## src/rtl/cc_pkg.sv

```systemverilog
// Shared definitions for the condition-code generator.
// Contents: PSR bit positions, the packed cc_t {priv,n,z,p} record,
// and the reset value CC_RESET (supervisor, Z set).
package cc_pkg;

  localparam int PSR_PRIV = 15;
  localparam int PSR_N    = 2;
  localparam int PSR_Z    = 1;
  localparam int PSR_P    = 0;

  typedef struct packed {
    logic priv;
    logic n;
    logic z;
    logic p;
  } cc_t;

  // priv=0 (supervisor), nzp=010
  localparam cc_t CC_RESET = cc_t'(4'b0010);

endpackage

```

## src/rtl/cc_shadow_stack.sv

```systemverilog
// LIFO of cc_t snapshots used on interrupt entry/exit.
// Ports:
//   clk, rst_n      clock, async active-low reset (empties the stack)
//   push, pop       requests; pop has priority, push+pop is an error
//   clr_err         clears the sticky error (a same-cycle error wins)
//   din             value pushed (pre-edge CC/priv)
//   dout            top-of-stack entry, valid when !empty
//   pop_ok          a pop is actually performed this cycle
//   full, empty     occupancy flags
//   err             sticky overflow/underflow/collision flag
import cc_pkg::*;

module cc_shadow_stack #(
  parameter int DEPTH = 4
) (
  input  logic clk,
  input  logic rst_n,
  input  logic push,
  input  logic pop,
  input  logic clr_err,
  input  cc_t  din,
  output cc_t  dout,
  output logic pop_ok,
  output logic full,
  output logic empty,
  output logic err
);

  localparam int AW = $clog2(DEPTH);
  localparam logic [AW:0] SP_FULL = (AW+1)'(DEPTH);

  // sp is one bit wider than the index so full and empty are distinct.
  logic [AW:0] sp;
  logic [AW:0] sp_m1;
  cc_t         mem [DEPTH];
  logic        do_push;
  logic        err_ev;

  assign full    = (sp == SP_FULL);
  assign empty   = (sp == '0);
  assign sp_m1   = sp - 1'b1;
  assign dout    = mem[sp_m1[AW-1:0]];

  assign pop_ok  = pop && !empty;
  // A simultaneous push is dropped in favour of the pop.
  assign do_push = push && !pop && !full;
  assign err_ev  = (push && pop) || (push && full) || (pop && empty);

  // Storage is don't-care after reset, so it carries no reset.
  always_ff @(posedge clk) begin
    if (do_push) mem[sp[AW-1:0]] <= din;
  end

  always_ff @(posedge clk or negedge rst_n) begin
    if (!rst_n) begin
      sp  <= '0;
      err <= 1'b0;
    end else begin
      if (pop_ok)       sp <= sp - 1'b1;
      else if (do_push) sp <= sp + 1'b1;
      if (err_ev)       err <= 1'b1;
      else if (clr_err) err <= 1'b0;
    end
  end

endmodule

```

## src/rtl/cc_gen.sv

```systemverilog
// Condition-code generator: holds N/Z/P and the privilege bit for the
// branch-enable logic and the PSR read path.
// Optional feature macro: CC_STACK_EN (shadow stack for interrupt
// entry/exit). Without it push_cc/pop_cc/clr_err are ignored and the
// stack flags are constant (full=0, empty=1, err=0).
// Ports:
//   clk, rst_n        clock, async active-low reset
//   bus_in            datapath bus value classified on ld_cc
//   ld_cc             load N/Z/P from bus_in
//   ld_psr, psr_in    load priv/N/Z/P verbatim from the PSR image
//   push_cc, pop_cc   shadow stack push / pop
//   set_super         force priv=0 (overrides every other priv source)
//   clr_err           clear sticky stack_err
//   n, z, p, priv     registered condition codes and privilege
//   psr_out           {priv, zeros, n, z, p}
//   stack_full/empty/err  shadow stack status
import cc_pkg::*;

module cc_gen #(
  parameter int WIDTH       = 16,
  parameter int STACK_DEPTH = 4
) (
  input  logic             clk,
  input  logic             rst_n,
  input  logic [WIDTH-1:0] bus_in,
  input  logic             ld_cc,
  input  logic             ld_psr,
  input  logic [WIDTH-1:0] psr_in,
  input  logic             push_cc,
  input  logic             pop_cc,
  input  logic             set_super,
  input  logic             clr_err,
  output logic             n,
  output logic             z,
  output logic             p,
  output logic             priv,
  output logic [WIDTH-1:0] psr_out,
  output logic             stack_full,
  output logic             stack_empty,
  output logic             stack_err
);

  cc_t  cc, cc_nxt, stk_top;
  logic pop_ok;
  logic cls_n, cls_z, cls_p;

  assign cls_n = bus_in[WIDTH-1];
  assign cls_z = (bus_in == '0);
  assign cls_p = !cls_n && !cls_z;

`ifdef CC_STACK_EN
  cc_shadow_stack #(.DEPTH(STACK_DEPTH)) u_stack (
    .clk    (clk),
    .rst_n  (rst_n),
    .push   (push_cc),
    .pop    (pop_cc),
    .clr_err(clr_err),
    .din    (cc),
    .dout   (stk_top),
    .pop_ok (pop_ok),
    .full   (stack_full),
    .empty  (stack_empty),
    .err    (stack_err)
  );
`else
  logic unused_stack;
  assign unused_stack = ^{push_cc, pop_cc, clr_err};
  assign pop_ok      = 1'b0;
  assign stk_top     = CC_RESET;
  assign stack_full  = 1'b0;
  assign stack_empty = 1'b1;
  assign stack_err   = 1'b0;
`endif

  // Middle PSR bits carry nothing for this block.
  logic unused_psr;
  assign unused_psr = ^psr_in[PSR_PRIV-1:PSR_N+1];

  // pop > ld_psr > ld_cc > hold; set_super then overrides priv alone.
  always_comb begin
    cc_nxt = cc;
    if (pop_ok) begin
      cc_nxt = stk_top;
    end else if (ld_psr) begin
      cc_nxt.priv = psr_in[PSR_PRIV];
      cc_nxt.n    = psr_in[PSR_N];
      cc_nxt.z    = psr_in[PSR_Z];
      cc_nxt.p    = psr_in[PSR_P];
    end else if (ld_cc) begin
      cc_nxt.n = cls_n;
      cc_nxt.z = cls_z;
      cc_nxt.p = cls_p;
    end
    if (set_super) cc_nxt.priv = 1'b0;
  end

  always_ff @(posedge clk or negedge rst_n) begin
    if (!rst_n) cc <= CC_RESET;
    else        cc <= cc_nxt;
  end

  assign n    = cc.n;
  assign z    = cc.z;
  assign p    = cc.p;
  assign priv = cc.priv;

  always_comb begin
    psr_out           = '0;
    psr_out[PSR_PRIV] = cc.priv;
    psr_out[PSR_N]    = cc.n;
    psr_out[PSR_Z]    = cc.z;
    psr_out[PSR_P]    = cc.p;
  end

endmodule

```

## config.mk

```make
export PLATFORM = sky130hd
export DESIGN_NAME = cc_gen
export DESIGN_NICKNAME = d
export VERILOG_FILES = /design/src/rtl/cc_pkg.sv /design/src/rtl/cc_shadow_stack.sv /design/src/rtl/cc_gen.sv
export SDC_FILE = /design/constraint.sdc
export NUM_CORES = 1
export LEC_CHECK = 0
export CAP_MARGIN = 20
export CORE_AREA = 2 2 39 41
export DETAILED_ROUTE_END_ITERATION = 7
export DIE_AREA = 0 0 41 43
export DONT_BUFFER_PORTS = 1
export PLACE_DENSITY_LB_ADDON = 0.12
export REMOVE_ABC_BUFFERS = 1
export SLEW_MARGIN = 20
export SYNTH_ARGS = -nofsm -noshare
export SYNTH_HDL_FRONTEND = slang
export SYNTH_SLANG_ARGS = --single-unit
```

## constraint.sdc

```tcl
create_clock -name clk -period 1.4 [get_ports clk]
set_input_delay 0.28 -clock clk [delete_from_list [all_inputs] [get_ports clk]]
set_output_delay 0.28 -clock clk [all_outputs]
set_load 0.01 [all_outputs]
```

After elaboration in Yosys (flattened, before gate mapping) --
Index checks and enable logic that the tools add are counted.
Operators by class: muxes and demuxes 4, reductions and logical operators 6
Operators with widths (count):
- $logic_not 16->1 | 1
- $mux 3 | 2
- $reduce_bool 2->1 | 2
- $logic_not 1->1 | 2
- $mux 1 | 2
- $logic_and 1x1->1 | 1
Word-level totals: bits in registers 4, bits of input ports 40, output and inout port bits 23

Longest topological paths before layout --
Gate-level depths: netlist of the first run.
depth after elaboration 5, depth in mapped cells 3

Worst setup path after synthesis of the first run --
No wires, ideal clock.
kind flip-flop to output port, from register cc, in the netlist z, to output psr_out[1], arrival 0.661 ns, setup slack 0.459 ns, cell stages (with the launch flop) 2, buffers on the path 1, path through dfstp_2 > buf_4
RTL lines:
- start: declaration | line cc_gen.sv:43 | cc_t cc, cc_nxt, stk_top;
- start signal: assignment | line cc_gen.sv:99 | else cc <= cc_nxt;
- end: declaration | line cc_gen.sv:37 | output logic [WIDTH-1:0] psr_out,
No word-level cell between the ends.

Worst setup path after layout of the first run --
from register cc, in the netlist z, to output z
RTL lines:
- end: declaration | line cc_gen.sv:34 | output logic z,
No word-level cell between the ends.

==> metrics.yaml, run 1 <==
status: "complete, no violations"
setup-tns-final_ps: 0
setup_viol: 0
p_per_area_nw_per_um2: 1010
antenna_found_initial: 0
htree_levels: 1
finalWirelength_um: 688
start_util: 0.272
syn_avg_cell_area_um2: 8.97
area_growth_pct: -9.97
numPortBuffers: 0
routed_via_density: 4.14
clk_latency_ps: 230
dpl_worst_slack_ps: 362
layout_min_cycle_time_ps: 1100
synth.distinct_cells: 16
vias: 236
hold_viol: 0
p_clk_frac: 0.452
io_pins: 63
synth-seq-area-share: 0.269
cts_num_sinks: 4
rows: 14
post_cts_buffers: 0
post_layout_nonfiller_instances: 57
maxCapViolations: 0
period_share: 0.786
grt_pass1_wl_um: 800
cts_hold_buf: 1
final_nets: 82
layout_common_cells: "15 x conb_1, 3 x nor4_2, 3 x nor2_1, 3 x clkbuf_4, 3 x dfrtp_1"
die-area_um2: 1760
yosysWarningCount: 0
skew_ps: 0
intPower_mw: 0.249
drc_errors: 0
n_antenna_cell: 0
cts_tree: "done"
criticalPathCategory: "reg -> out"
syn_area_um2: 377
grt_max_degree: 8
grt.total_usage: 0.0704
seq_power_share: 0.422
cp_max_fo: 3
drt_pass1_iterations: 2
leakage_nw: 0.157
dp.cells: 52
die_h_um: 43
grt.overflow.total: 0
p_switching_mw: 0.0941
design.core.area_um2: 1380
cts_root_buf: "clkbuf_4"
rsz0062_at_grt: "no"
startpoint_type: "flip-flop"
die_w_um: 41
cts_buffer_depth: 2
clk_pin_slew_worst_paths_ps: 40
combPwrFrac: 0.126
cp.arrival_ps: 820
drive_gt1_frac: 0.171
post-dp-hpwl_um: 619
hold_class: "in -> reg"
max_freq_mhz: 909
ctsResizeCount: 0
setup_ws_ps: 300
final_antenna_net_count: 0
cp.required_ps: 1120
vdd_ir_drop_max_uv: 436
routedWlPerCell_um: 12.1
worst_setup_path_end_kind: "primary output"
ys_ff_latch: 4
swShare: 0.274
slew_violations: 0
cts_buffers: 3
drtIter0Drc: 2
grt_pass1_vias: 219
final_util: 0.245
gp_congestion: 0.688
final_common_cell: "conb_1"
synth_cells: 42
[state kept, by name (all words and copies together), names as in the netlist]
signal and count:
n 1, p 1, priv 1, z 1
[metal layers]
| layer | track usage | share of wire |
|---|---|---|
| met3 | 0.0157 | 0.10 |
| met4 | 0.0600 | 0 |
| met5 | 0 | 0 |
| met2 | 0.147 | 0.65 |
| met1 | 0.0356 | 0.25 |
[synthesized netlist by cell type]
cell type,n,area (um^2)
buf_4,19,143
dfrtp_1,3,75.1
nor2_1,3,11.3
nor4_2,3,37.5
conb_1,2,7.51
mux2i_1,2,20.0
a21o_1,1,7.51
a22o_1,1,8.76
a22oi_1,1,7.51
dfstp_2,1,26.3
nand2_1,1,3.75
nand2b_1,1,6.26
nand4_1,1,6.26
nor4_1,1,6.26
o21ai_0,1,5.00
o21ai_1,1,5.00
[cell type report]
cell class,instances,area [um^2]
sequential,4,101
tap,16,20.0
clock buffer,4,26.3
timing repair buffer,1,10.0
fill,148,1040
multi-input combinational,32,181
[power groups by stage]
stage	sequential (mW)	clock, mW	combinational, mW
after floorplan	0.145	0	0.0357
after global placement	0.147	0	0.0376
after detailed placement	0.147	0	0.0381
after CTS	0.145	0.166	0.0426
after global routing	0.146	0.181	0.0485
final	0.145	0.155	0.0432
[stage by stage]
stage | power [mW] | hold WS (ps) | cell area, um^2
final | 0.343 | 107 | 339
after global routing | 0.376 | 82.7 | 339
after CTS | 0.354 | 93.3 | 339
after detailed placement | 0.185 | -15.5 | 303
after global placement | 0.184 | -15.5 | 303
after floorplan | 0.180 | -15.6 | 283
[cells by family (layout without fill, tap and decap cells)]
family | Yosys count | in the layout | synth area share
buffers and inverters | 19 | 5 | 0.379
AND/OR/NAND/NOR | 10 | 10 | 0.189
AO/OA/AOI/OAI | 5 | 5 | 0.0897
flip-flops | 4 | 4 | 0.269
other | 2 | 15 | 0.0199
multiplexers | 2 | 2 | 0.0532
[final timing paths]
kind,start,to,slack [ps],cells after the start
max in group asynchronous,rst_n,z,840,1
max,z,z,300,0
min in group asynchronous,rst_n,priv,320,1
min reg2reg,z,z,640,2
min,set_super,priv,110,1
max reg2reg,p,p,480,2
Power figures use the tool's default switching activity.
==> run 2, diff against run 1 <==
Clock period 1.4 ns to 1.1 ns, I/O delays scaled along.
==> run 2 against run 1 <==
Net effect:
- critical endpoint unchanged
- count of clock-buffer cells in the layout unchanged
- core utilization increased by 0.54 points
- clock skew unchanged
- sequential share of layout area decreased by 0.65 points
- sequential power increased by 24%
- clock power increased by 26%
- critical path depth unchanged
- wire length increased by 1.2%
- highest routed layer unchanged
- largest power group unchanged
- die area unchanged
==> metrics.yaml, run 2 (synthesis results as in run 1) <==
grt_pass1_wl_um: 821  # +2.6%
start_util: 0.272  # unchanged
hold_class: "in -> reg"
p_per_area_nw_per_um2: 1270  # +26%
period_share: 0.946
post-dp-hpwl_um: 615  # -0.58%
status: "complete, no violations"
worst_setup_path_end_kind: "primary output"
layout_common_cells: "15 x conb_1, 3 x nor4_2, 3 x nor2_1, 3 x clkbuf_4, 3 x dfrtp_1"
grt.overflow.total: 0  # unchanged
cts_num_sinks: 4  # unchanged
grt_max_degree: 8  # unchanged
cp_max_fo: 3  # unchanged
reg2reg_to: "z"
cts_root_buf: "clkbuf_4"
regArea_um2: 101  # unchanged
max_freq_mhz: 961
die-area_um2: 1760  # unchanged
ff2ff_path_depth: 2  # unchanged
dp.cells: 53  # +1.9%
seq_power_share: 0.408  # -0.014
cp.arrival_ps: 820  # about the same
area_growth_pct: -7.97
final_cell_area_um2: 347  # +2.2%
dpl_cell_area_um2: 310  # +2.5%
clk_latency_ps: 230  # about the same
setup_viol: 0  # unchanged
rr_startpoint: "z"
antenna_found_initial: 0  # unchanged
setup_ws_ps: 59.6  # -240 ps
p_switching_mw: 0.120  # +27%
grt_pass1_vias: 233  # +6.4%
final_common_cell: "conb_1"
io_pins: 63  # unchanged
startpoint_type: "flip-flop"
post_layout_nonfiller_instances: 58  # +1.8%
htree_levels: 1  # unchanged
clk_pin_slew_worst_paths_ps: 40  # about the same
swShare: 0.272  # -0.00238
finalWirelength_um: 696  # +1.2%
vias: 240  # +1.7%
endpoint: "z"
drive_gt1_frac: 0.190  # +0.0197
drt_pass1_iterations: 4  # +2
cts_tree: "done"
rrSetupSlack_ps: 260  # -220 ps
gp_congestion: 0.707  # +2.7%
final_antenna_net_count: 0  # unchanged
cp.required_ps: 880  # -240 ps
routed_via_density: 4.14  # about the same
criticalPathCategory: "reg -> out"
routedWlPerCell_um: 12.0  # -0.58%
design.core.area_um2: 1380  # unchanged
drtIter0Drc: 2  # unchanged
numPortBuffers: 0  # unchanged
n_antenna_cell: 0  # unchanged
p_clk_frac: 0.443  # -0.009
die_w_um: 41  # unchanged
cts_buffer_depth: 2  # unchanged
drc_errors: 0  # unchanged
slew_violations: 0  # unchanged
leakage_nw: 0.162  # +3.1%
final_nets: 83  # +1.2%
vdd_ir_drop_max_uv: 551  # +27%
ctsResizeCount: 0  # unchanged
hold_viol: 0  # unchanged
grt.total_usage: 0.0756  # +0.00518
dpl_worst_slack_ps: 118  # -244 ps
maxCapViolations: 0  # unchanged
skew_ps: 0  # unchanged
fill_cells: 146  # -1.4%
layout_min_cycle_time_ps: 1040
die_h_um: 43  # unchanged
rsz0062_at_grt: "no"
crit_start: "z"
holdPathStages: 1  # unchanged
setup-tns-final_ps: 0  # unchanged
intPower_mw: 0.321  # +29%
combPwrFrac: 0.149  # +0.023
cts_buffers: 3  # unchanged
cp_num_cells: 0  # unchanged
multi_input_area_um2: 181  # unchanged
rows: 14  # unchanged
-- run 2: changes by cell type in the layout (fill, tap and decap cells not counted), sizes merged --
cell  change
buf       +1
-- run 2: metrics by stage --
stage / hold slack (ps) / total power, mW / utilization
finish: 47.7 / 0.441 / 0.250
CTS: 34.6 / 0.452 / 0.250
global route: 21.3 / 0.481 / 0.250
floorplan: -75.6 / 0.230 / -
detailed placement: -75.4 / 0.241 / 0.224
global placement: -75.5 / 0.240 / 0.224
-- run 2: how the worst min path moves through the flow --
stage                       to       from
after floorplan              n      rst_n
after global placement       p      rst_n
after detailed placement     p      rst_n
after CTS                 priv  set_super
after global routing      priv  set_super
final                     priv  set_super
-- run 2: cell type report --
class / count / area share
Timing Repair Buffer: 2 / 0.0505
Multi-Input combinational cell: 32 / 0.523
Sequential cell: 4 / 0.292
Tap cell: 16 / 0.0578
Clock buffer: 4 / 0.0758
-- run 2: worst register-to-register path, stage by stage (launching register included) --
cell and delay (ps):
dfstp_2 590, a22oi_1 80, o21ai_1 90
-- run 2: what timing repair did --
action,in CTS,in global routing
hold endpoints to repair,4,0
setup buffers,0,0
hold buffers,1,0
-- run 2: routing by layer --
metal,part of all wire,vias up,GRT usage
met4,0,0,0.100
met5,0,-,0
met1,0.26,112,0.0358
met2,0.64,19,0.144
met3,0.099,0,0.0157
li1,-,109,-
-- run 2: power groups by stage --
stage                     Clock (mW)  Sequential, mW  Combinational (mW)
after floorplan                    0           0.184              0.0455
after global placement             0           0.182              0.0580
after detailed placement           0           0.182              0.0589
after CTS                      0.207           0.180              0.0645
after global routing           0.229           0.181              0.0716
final                          0.195           0.180              0.0658
